==> src/rtl/sap_pkg.sv <==
// Shared SAP definitions: opcodes, T-state encodings
// and the control-strobe bundle driven by the sequencer.
package sap_pkg;

  localparam logic [3:0] OP_LDA = 4'h0;
  localparam logic [3:0] OP_ADD = 4'h1;
  localparam logic [3:0] OP_SUB = 4'h2;
  localparam logic [3:0] OP_STA = 4'h3;
  localparam logic [3:0] OP_LDI = 4'h4;
  localparam logic [3:0] OP_JMP = 4'h5;
  localparam logic [3:0] OP_JZ  = 4'h6;
  localparam logic [3:0] OP_OUT = 4'hE;
  localparam logic [3:0] OP_HLT = 4'hF;

  typedef enum logic [2:0] {
    S_IDLE = 3'd0,
    S_T0   = 3'd1,
    S_T1   = 3'd2,
    S_T2   = 3'd3,
    S_T3   = 3'd4,
    S_T4   = 3'd5,
    S_HALT = 3'd7
  } state_t;

  typedef struct packed {
    logic pc_inc;
    logic pc_oe;
    logic pc_load;
    logic mar_write;
    logic ram_oe;
    logic ram_write;
    logic ir_write;
    logic ir_oe;
    logic a_write;
    logic a_oe;
    logic b_write;
    logic alu_oe;
    logic alu_sub;
    logic flag_write;
    logic out_write;
  } ctrl_t;

endpackage

==> src/rtl/sap_cu_decode.sv <==
// Combinational strobe decoder: {state, opcode, zero_flag}
// -> ctrl strobes, fin (instruction ends), to_halt.
module sap_cu_decode
  import sap_pkg::*;
(
  input  state_t     state,
  input  logic [3:0] op,
  input  logic       zero_flag,
  output ctrl_t      ctrl,
  output logic       fin,
  output logic       to_halt
);

  always_comb begin
    ctrl    = '0;
    fin     = 1'b0;
    to_halt = 1'b0;
    case (state)
      S_T0: begin
        ctrl.pc_oe     = 1'b1;
        ctrl.mar_write = 1'b1;
      end
      S_T1: begin
        ctrl.ram_oe   = 1'b1;
        ctrl.ir_write = 1'b1;
        ctrl.pc_inc   = 1'b1;
      end
      S_T2: begin
        unique case (1'b1)
          (op <= OP_STA): begin
            ctrl.ir_oe     = 1'b1;
            ctrl.mar_write = 1'b1;
          end
          (op == OP_LDI): begin
            ctrl.ir_oe   = 1'b1;
            ctrl.a_write = 1'b1;
            fin          = 1'b1;
          end
          (op == OP_JMP): begin
            ctrl.ir_oe   = 1'b1;
            ctrl.pc_load = 1'b1;
            fin          = 1'b1;
          end
          (op == OP_JZ): begin
            ctrl.ir_oe   = zero_flag;
            ctrl.pc_load = zero_flag;
            fin          = 1'b1;
          end
          (op == OP_OUT): begin
            ctrl.a_oe      = 1'b1;
            ctrl.out_write = 1'b1;
            fin            = 1'b1;
          end
          (op == OP_HLT): to_halt = 1'b1;
          default: fin = 1'b1;
        endcase
      end
      S_T3: begin
        case (op)
          OP_LDA: begin
            ctrl.ram_oe  = 1'b1;
            ctrl.a_write = 1'b1;
            fin          = 1'b1;
          end
          OP_ADD, OP_SUB: begin
            ctrl.ram_oe  = 1'b1;
            ctrl.b_write = 1'b1;
          end
          OP_STA: begin
            ctrl.a_oe      = 1'b1;
            ctrl.ram_write = 1'b1;
            fin            = 1'b1;
          end
          default: fin = 1'b1;
        endcase
      end
      S_T4: begin
        ctrl.alu_oe     = 1'b1;
        ctrl.a_write    = 1'b1;
        ctrl.flag_write = 1'b1;
        ctrl.alu_sub    = (op == OP_SUB);
        fin             = 1'b1;
      end
      default: ;
    endcase
  end

endmodule

==> src/rtl/sap_control_unit.sv <==
// SAP sequencer: T-state register + next-state logic;
// strobes come from sap_cu_decode (Moore, unregistered).
module sap_control_unit
  import sap_pkg::*;
#(
  parameter int DW  = 16,
  parameter int OPW = 4
) (
  input  logic          clk,
  input  logic          rst,
  input  logic          run,
  input  logic [DW-1:0] ir_out,
  input  logic          zero_flag,
  output logic          pc_inc,
  output logic          pc_oe,
  output logic          pc_load,
  output logic          mar_write,
  output logic          ram_oe,
  output logic          ram_write,
  output logic          ir_write,
  output logic          ir_oe,
  output logic          a_write,
  output logic          a_oe,
  output logic          b_write,
  output logic          alu_oe,
  output logic          alu_sub,
  output logic          flag_write,
  output logic          out_write,
  output logic [2:0]    t_state,
  output logic          halted
);

  state_t state;
  state_t state_nxt;
  ctrl_t  ctrl;
  logic   fin;
  logic   to_halt;
  logic   unused_operand;

  // operand bits are routed by the IR, not used here
  assign unused_operand = ^ir_out[DW-OPW-1:0];

  sap_cu_decode u_dec (
    .state     (state),
    .op        (ir_out[DW-1:DW-OPW]),
    .zero_flag (zero_flag),
    .ctrl      (ctrl),
    .fin       (fin),
    .to_halt   (to_halt)
  );

  always_ff @(posedge clk or posedge rst) begin
    if (rst) state <= S_IDLE;
    else     state <= state_nxt;
  end

  always_comb begin
    state_nxt = S_IDLE;
    case (state)
      S_IDLE: state_nxt = run ? S_T0 : S_IDLE;
      S_T0:   state_nxt = S_T1;
      S_T1:   state_nxt = S_T2;
      S_T2, S_T3, S_T4: begin
        if (to_halt)  state_nxt = S_HALT;
        else if (fin) state_nxt = run ? S_T0 : S_IDLE;
        else if (state == S_T2) state_nxt = S_T3;
        else          state_nxt = S_T4;
      end
      S_HALT: state_nxt = S_HALT;
      default: state_nxt = S_IDLE;
    endcase
  end

  assign pc_inc     = ctrl.pc_inc;
  assign pc_oe      = ctrl.pc_oe;
  assign pc_load    = ctrl.pc_load;
  assign mar_write  = ctrl.mar_write;
  assign ram_oe     = ctrl.ram_oe;
  assign ram_write  = ctrl.ram_write;
  assign ir_write   = ctrl.ir_write;
  assign ir_oe      = ctrl.ir_oe;
  assign a_write    = ctrl.a_write;
  assign a_oe       = ctrl.a_oe;
  assign b_write    = ctrl.b_write;
  assign alu_oe     = ctrl.alu_oe;
  assign alu_sub    = ctrl.alu_sub;
  assign flag_write = ctrl.flag_write;
  assign out_write  = ctrl.out_write;
  assign t_state    = state;
  assign halted     = (state == S_HALT);

endmodule

==> config.mk <==
export PLATFORM = sky130hd
export DESIGN_NAME = sap_control_unit
export DESIGN_NICKNAME = d
export VERILOG_FILES = /design/src/rtl/sap_pkg.sv /design/src/rtl/sap_cu_decode.sv /design/src/rtl/sap_control_unit.sv
export SDC_FILE = /design/constraint.sdc
export NUM_CORES = 1
export LEC_CHECK = 0
export ABC_AREA = 0
export CAP_MARGIN = 10
export CORE_MARGIN = 1
export CORE_UTILIZATION = 32
export DETAILED_ROUTE_END_ITERATION = 8
export PLACE_DENSITY = 0.93
export REMOVE_ABC_BUFFERS = 1
export SYNTH_ARGS = -nofsm -noshare
export SYNTH_HDL_FRONTEND = slang
export SYNTH_SLANG_ARGS = --single-unit
==> constraint.sdc <==
create_clock -name clk -period 4 [get_ports clk]
set_clock_uncertainty 0.05 [all_clocks]
set_input_delay 0.8 -clock clk [delete_from_list [all_inputs] [get_ports clk]]
set_output_delay 0.8 -clock clk [all_outputs]
set_load 0.05 [all_outputs]
## Word-level counts from Yosys, hierarchy flattened

Index checks and enable logic that the tools add are counted.

- Reduce and logical (&&, ||, !) cells: 7
- Eq/ne operators: 14
- Muxes and demuxes: 31
- Magnitude comparators: 1

Operators by type and width:

| cell | number |
|---|---|
| $mux 1 | 20 |
| $pmux 3 s5 | 1 |
| $eq 4x3->1 const B | 3 |
| $pmux 1 s2 | 5 |
| $eq 3x3->1 const B | 3 |
| $mux 3 | 3 |
| $reduce_or 3->1 | 3 |
| $eq 4x2->1 const B | 2 |
| $eq 4x4->1 const B | 2 |
| $eq 3x2->1 const B | 2 |
| $pmux 1 s3 | 2 |
| $eq 4x1->1 const B | 1 |
| $le 4x2->1 const B | 1 |
| $logic_not 4->1 | 1 |
| $reduce_or 2->1 | 2 |
| $eq 3x1->1 const B | 1 |
| $logic_not 3->1 | 1 |

- Output and inout bits: 19
- Register bits after elaboration: 3
- Word-level logic and storage cells: 54
- Input bits: 20

## Depth between registers and ports, before layout

Gate-level depths: netlist (run 1).

- Depth in word-level cells: 7
- Depth in mapped cells: 4
- Gate-level depth less buffers: 3

## Modules after synthesis

Synthesis (run 1) repeated with hierarchy kept, for this count alone.

- Cell total of the unflattened synthesis: 63
- Area total of the unflattened synthesis: 434.2 µm²

Modules (own cells, without submodules):

| module | cells an instance | instances | area an instance (µm²) | seq. area each (µm²) |
|---|---|---|---|---|
| sap_cu_decode | 41 | 1 | 246.5 | 0.0 |
| sap_control_unit | 22 | 1 | 187.7 | 75.1 |

## Worst setup path after synthesis (run 1)

OpenSTA, ideal clock, no wires.

- Kind: register -> output
- Start point: register state[1], in the netlist t_state[1]
- End point: output port alu_sub
- Data required time: 3.150 ns
- Setup slack: 0.454 ns
- Path buffers: 1
- Cell stages (with the launch flop): 5
- Data arrival time: 2.696 ns
- Path through: dfrtp_1 -> buf_2 -> nor2b_1 -> and2_1 -> nor3b_1

- Longest elaborated chain between the ends: 2

Ends and longest elaborated chain:

| what | RTL line | source |
|---|---|---|
| start, declared | sap_control_unit.sv:33 | `state_t state;` |
| start signal, assigned | sap_control_unit.sv:54 | `else state <= state_nxt;` |
| $eq 3x3->1 | sap_cu_decode.sv:18 | `case (state)` |
| $mux 3 | sap_cu_decode.sv:18 |  |
| end, declared | sap_control_unit.sv:26 | `output logic alu_sub,` |

Every way passes these cells.

## Final worst setup path (run 1)

- Start point: input port ir_out[14]
- End point: output port ram_write

- Longest elaborated chain between the ends: 3

Ends and longest elaborated chain:

| what | RTL line | source |
|---|---|---|
| start, declared | sap_control_unit.sv:12 | `input logic [DW-1:0] ir_out,` |
| $eq 4x2->1 | sap_cu_decode.sv:59 | `case (op)` |
| $mux 1 | sap_cu_decode.sv:59 |  |
| $mux 1 | sap_cu_decode.sv:18 |  |
| end, declared | sap_control_unit.sv:19 | `output logic ram_write,` |

Every way passes these cells.

==> summary.md, run 1 <==
For this block, the initial DRC count from the detailed router was 32. The clock root buffer master is sky130_fd_sc_hd__clkbuf_4. The tools report the number of nets at the end of the flow as 106.

Once layout is done, the placed cells without fillers occupy 699 um^2. The total of hold buffers inserted after clock tree synthesis is 0, and the per-instance average area after synthesis is 7.12 um^2. In this run the count of I/O pins placed on the die edge is 39. Synthesized instance count: 62. The tightest slew margin relative to the limit came out at 0.668. After floorplanning, the core was sized to cover 1280 um^2.

Once detailed placement completed, the half-perimeter wirelength came to 918 um. Post-CTS timing repair inserted 0 buffers for setup. The type of element capturing the critical path was an output pin.

The flip-flop count of the largest register after layout is 3. Counting the fill cells in the layout gives 134. The proportion of layout cells with a drive suffix above 1 came out at 0.118. After detailed placement, the total cell area comes to 673 um^2. The flip-flop and latch count after synthesis was 3. The final critical-path required period was 3.66 ns; the x dimension of the die was 39.2 um. The class of the tightest hold or removal check was in -> async. The proportion of synthesized flip-flops having asynchronous set or reset is 1.00. Relative to the synthesized area, the layout overhead comes to 58.4%. Across all setup checks in the final design, the least slack found is 0.343 ns. The die height works out to 39.2 um.

The leading cell type in the layout, fill and taps excluded is sky130_fd_sc_hd__clkdlybuf4s50_1. The netlist area before placement was 442 um^2; the required time at the worst-slack endpoint was 3.15 ns. The number of routed nets with antenna violations is 0. The top cell types in the final layout, fill and taps aside, are sky130_fd_sc_hd__clkdlybuf4s50_1, sky130_fd_sc_hd__nand2_1, sky130_fd_sc_hd__nor2_1.

The first global-routing pass estimated 2.00 mm of wire. The final count of hold timing violations was 0. The run gives 0.170 as the register area share after synthesis. The routed design has 1.27 mm of wire.

The logs give 0.344 for the initial standard-cell utilization of the core and 2.81 ns for the data arrival time of the critical path. The Yosys step of the flow raised 0 warnings. The final period utilization is 0.914, and the total global-route track usage is 0.196.

The clock latency reported for the late side of the worst-skew pair was 0.24 ns. The peak fanout along the critical path was 9. The weighted congestion at the end of routability-driven global placement came out at 0.853. Setup repair after global routing left no endpoint under its margin.

Clock tree synthesis inserted a total of 3 buffers. In this run the static leakage power is 0.000279 uW. In this run, synthesis inferred 0 flip-flops with an integrated enable. The run finished with clean final reports. In the routed design, unresolved DRC markers number 0. The tool flagged a number of max-cap violations equal to 0. The run gives 0 as the number of max-slew violations in the final report. The tree built by TritonCTS fans out to 3 sinks. After clock tree synthesis, the repair step resized 0 gates. The die covers 1530 um^2. For the final routed database, the setup TNS stands at 0 ns. 0 antenna diodes ended up in the layout. The logs give 0 for the remaining global-route overflow and 458 for the via count of the first global-routing pass.

The tools report the maximum clock rate as 273 MHz. The minimum setup slack after placement was 0.343 ns. TritonCTS built the clock tree. After detailed routing, the number of vias per cell comes to 5.75. The clock passes through at most 2 buffers. The number of library cell types mapped by synthesis was 30; the mean routed wirelength per cell was 12.7 um. The critical path is of the in -> out type. The pre-antenna-repair detailed-routing pass consisted of 4 iterations.

At the pin with the least slew margin, the transition time is 0.496 ns. The largest voltage drop on the vdd net is 268 uV. The predominant post-synthesis flop cell was sky130_fd_sc_hd__dfrtp_1.

Entering global routing, the biggest net connects 13 pins. Input and output buffers added on the ports amount to 26. The number of core rows is 13. Clock slew seen by the registers of the worst setup and hold paths: 0.04 ns.

Count of endpoints failing setup in the final report: 0. The detailed-route via count came out at 575. The tools report the critical path launch point type as a primary input.

For the initial antenna violation count, the log shows 0. The final design utilization was 0.544; the H-tree level count was 1. Dividing total power by cell area gives a power density of 769 nW/um^2.
==> worst max-delay path, stage by stage <==
cell and delay [ns]:
sky130_fd_sc_hd__clkdlybuf4s50_1 0.54, sky130_fd_sc_hd__or2_1 0.35, sky130_fd_sc_hd__nor4_1 0.25, sky130_fd_sc_hd__clkdlybuf4s50_1 0.87
==> cell usage after synthesis (2+ instances only) <==
cell                       number  area share
sky130_fd_sc_hd__nor2_1         5       0.042
sky130_fd_sc_hd__nand2b_1       4       0.057
sky130_fd_sc_hd__buf_2          5       0.057
sky130_fd_sc_hd__a21oi_1        2       0.023
sky130_fd_sc_hd__nor3_1         3       0.034
sky130_fd_sc_hd__inv_1          4       0.034
sky130_fd_sc_hd__dfrtp_1        3        0.17
sky130_fd_sc_hd__nand2_1        7       0.060
sky130_fd_sc_hd__nand3_1        2       0.023
sky130_fd_sc_hd__buf_4          3       0.051
sky130_fd_sc_hd__nor4_1         3       0.042
sky130_fd_sc_hd__o21ai_0        2       0.023
sky130_fd_sc_hd__a311oi_1       2       0.040
==> routing by layer <==
layer	GRT usage	part of all wire	wire length, um	up-vias
met1	0.223	0.42	539	259
li1	-	-	-	267
met3	0.0173	0.090	114	4
met5	0	0	0	-
met4	0.129	0.0094	12	0
met2	0.342	0.48	607	45
==> where the power goes <==
part | switching [uW] | internal, uW
combinational | 263 | 132
clock | 17.6 | 37.5
sequential | 43.9 | 43.7
total | 325 | 213
==> path summary, 6_finish.rpt <==
kind / slack, ns / to / start / depth (start not counted)
worst min register to register: 0.77 / t_state[2]$_DFF_PP0_ / t_state[2]$_DFF_PP0_ / 2
worst min-delay path: 0.68 / t_state[1]$_DFF_PP0_ / rst / 2
worst max register to register: 2.69 / t_state[2]$_DFF_PP0_ / t_state[2]$_DFF_PP0_ / 2
worst max-delay path: 0.34 / ram_write / ir_out[14] / 4
max in group asynchronous: 3.08 / t_state[0]$_DFF_PP0_ / rst / 2
min in group clk: 0.77 / t_state[2]$_DFF_PP0_ / t_state[2]$_DFF_PP0_ / 2
==> per-stage QoR <==
step,std cells,hold WS (ns),total power [uW]
4_1_cts,100,0.685,535
5_1_grt,100,0.703,563
3_5_place_dp,96,0.738,477
2_1_floorplan,54,0.504,346
3_3_place_gp,96,0.682,472
6_report,100,0.683,538
==> cells by family after synthesis <==
| logic type | count (synthesis) | share of synthesized area |
|---|---|---|
| flops | 3 | 0.170 |
| buf+inv | 12 | 0.142 |
| compound gates | 13 | 0.227 |
| xor+xnor | 1 | 0.0198 |
| simple gates | 33 | 0.442 |
==> final cells by class <==
| cell class | instances | area, um^2 | area share |
|---|---|---|---|
| multi-input cells | 47 | 304 | 0.435 |
| clock buffers | 4 | 26.3 | 0.0376 |
| inverters | 4 | 15.0 | 0.0215 |
| repair buffers | 27 | 260 | 0.372 |
| flip-flops and latches | 3 | 75.1 | 0.107 |
| well taps | 15 | 18.8 | 0.0268 |
No activity file was read; power rests on OpenSTA's default activity.
==> run 2: changes to the inputs <==
Settings changed: CAP_MARGIN 10 to default.
==> results of run 2 <==
The final DEF is identical to that of run 1; final timing and power are the same.
==> run 3: changes to the inputs <==
Settings changed: PLACE_DENSITY 0.93 to 0.83.
==> run 3 against run 2 <==
  * Count of clock-buffer cells in the layout did not move
  * Power fell by 1.4%
  * Global-route usage fell by 1.7 points
  * Worst setup slack improved by 0.017 ns
  * Critical path type unchanged
==> summary.md, run 3 (synthesis results as in run 1) <==
For the initial standard-cell utilization of the core, the log shows 0.344 (unchanged). Remaining global-route overflow: 0 (unchanged). First element of the critical path: ir_out[13] (was ir_out[14]). The peak fanout along the critical path was 11 (was 9); the count of unresolved DRC violations after routing was 0 (unchanged).

The largest voltage drop on the vdd net is 456 uV (was 268 uV), and the post-detailed-routing wire length is 1.26 mm (was 1.27 mm). The final setup slack of the worst path was 0.360 ns (was 0.343 ns). The number of nets at the end of the flow came out at 106 (unchanged).

Setup repair after global routing left no endpoint under its margin. The cell leakage power is 0.000279 uW (unchanged). The total of hold buffers inserted after clock tree synthesis is 0 (unchanged).

The tools report the clock buffer count from CTS as 3 (unchanged). The layout overhead on the synthesized area was 58.4% (unchanged). The type of element capturing the critical path is an output pin (unchanged). The mean routed wirelength per cell was 12.6 um (was 12.7 um).

The wire length of the first global-routing pass is 1.91 mm (was 2.00 mm), and the final critical-path required period is 3.64 ns (was 3.66 ns). The critical setup path kind was in -> out (unchanged). The actual slew at the worst max-slew pin was 0.502 ns (was 0.496 ns); the number of post-CTS setup repair buffers was 0 (unchanged). The logs give 0.700 ns (was 0.683 ns) for the final hold slack and 0 (unchanged) for the count of endpoints failing setup in the final report. The die height works out to 39.2 um (unchanged). The flow ran to the end, and the final reports show no timing, DRC or antenna violations. The number of core rows was 13 (unchanged). Sequential standard cell area: 75.1 um^2 (unchanged). For the first-pass iteration count of the detailed router, the log shows 4 (unchanged).

The logs give 126 (was 134) for the fill cell instance count of the final layout and 449 (was 458) for the via count of the first global-routing pass. The power density over the cells works out to 758 nW/um^2 (was 769 nW/um^2). For the required time at the worst-slack endpoint, the log shows 3.15 ns (about the same). The class of the tightest hold or removal check was in -> async (unchanged). The x dimension of the die came out at 39.2 um (unchanged). The weighted congestion at the end of routability-driven global placement was 0.816 (was 0.853); the detailed-route via count was 540 (was 575). The clock slew seen by the registers of the worst setup and hold paths is 0.04 ns (about the same).

Depth of the worst register-to-register path: 3 (was 2). The floorplan die area came out at 1530 um^2 (unchanged). Number of routed nets with antenna violations: 0 (unchanged). The tools report the post-cts resize count as 0 (unchanged). The tools report the worst reg-to-reg setup slack as 2.72 ns (was 2.69 ns). The tools report the clock root buffer master as sky130_fd_sc_hd__clkbuf_4 (unchanged). The clock tree buffer depth is 2 (unchanged). The startpoint of the worst register-to-register path is t_state[0]$_DFF_PP0_ (was t_state[2]$_DFF_PP0_). The placeable core area is 1280 um^2 (unchanged), and the data arrival time of the critical path is 2.79 ns (was 2.81 ns).

The count of inserted antenna diode cells was 0 (unchanged). Most frequent cells in the layout: sky130_fd_sc_hd__clkdlybuf4s50_1, sky130_fd_sc_hd__nand2_1, sky130_fd_sc_hd__nor2_1 (unchanged). TritonCTS built the clock tree. The count of clock tree sinks is 3 (unchanged), and the maximum clock rate is 275 MHz (was 273 MHz).

The area of placed instances is 673 um^2 (unchanged), and the flip-flop count of the largest register after layout is 3 (unchanged). The final period utilization works out to 0.910 (was 0.914). The count of max-cap constraint violations was 0 (unchanged); the total global-route track usage was 0.179 (was 0.196). The sum of negative setup slack is 0 ns (unchanged), and the final count of hold timing violations is 0 (unchanged). The post-route cell area is 699 um^2 (unchanged), and the initial antenna violation count is 0 (unchanged). The logs give 13 (unchanged) for the largest net degree at the start of global routing and 982 um (was 918 um) for the half-perimeter wire length after placement. The clock latency reported for the late side of the worst-skew pair is 0.23 ns (was 0.24 ns). The logs give 0.394 ns (was 0.343 ns) for the minimum setup slack after placement and 100 (unchanged) for the post-layout instance count excluding filler cells. Number of primary I/O pins: 39 (unchanged).

The H-tree level count was 1 (unchanged); the post-placement cell count was 96 (unchanged). The run gives 304 um^2 (unchanged) as the multi-input logic area. The number of I/O port buffers works out to 26 (unchanged). The tightest slew margin relative to the limit is 0.664 (was 0.668). The tools report the endpoint of the worst-slack reg-to-reg timing path as t_state[2]$_DFF_PP0_ (unchanged).

Critical path launch point type: a primary input (unchanged). The run gives 6 (was 32) as the violation count after the first detailed-routing iteration. The detailed-route vias per instance is 5.40 (was 5.75).

The leading cell type in the layout, fill and taps excluded is sky130_fd_sc_hd__clkdlybuf4s50_1 (unchanged). Number of max-slew violations in the final report: 0 (unchanged). Proportion of layout cells with a drive suffix above 1: 0.118 (unchanged).
==> run 3: cell counts in the layout (fill, tap and decap cells not counted) <==
Identical to the previous run, type by type.
==> run 3: power breakdown <==
part,internal (uW),leakage (uW),switching [uW]
registers,43.8,0.0000367,43.5
clock network,37.3,0.0000150,14.5
logic,132,0.000227,259
==> run 3: worst max path at each step <==
stage / endpoint / slack [ns]
floorplan: alu_sub / 0.16
global placement: ram_write / 0.37
detailed placement: ram_write / 0.39
CTS: ram_write / 0.38
global route: ram_write / 0.30
finish: ram_write / 0.36
==> run 3: final cells by class <==
cell class                 instances  area share
clock buffer                       4      0.0376
sequential                         3       0.107
inverter                           4      0.0215
tap                               15      0.0268
timing repair buffer              27       0.372
multi-input combinational         47       0.435
==> run 3: worst max-delay path, cell delays in order <==
cell	delay, ns
sky130_fd_sc_hd__clkdlybuf4s50_1	0.70
sky130_fd_sc_hd__nand2_1	0.13
sky130_fd_sc_hd__nor4_1	0.30
sky130_fd_sc_hd__clkdlybuf4s50_1	0.85
==> run 3: metrics by stage <==
stage                     utilization  total power (uW)
after floorplan                     -               346
after global placement          0.524               475
after detailed placement        0.524               480
after CTS                       0.544               533
after global routing            0.544               562
final                           0.544               530
==> run 3: metal layers <==
metal | vias up | wire length, um | global-route usage
met2 | 18 | 627 | 0.325
met1 | 251 | 563 | 0.214
met3 | 0 | 65 | 0.0578
li1 | 271 | - | -
met5 | - | 0 | 0
met4 | 0 | 0 | 0
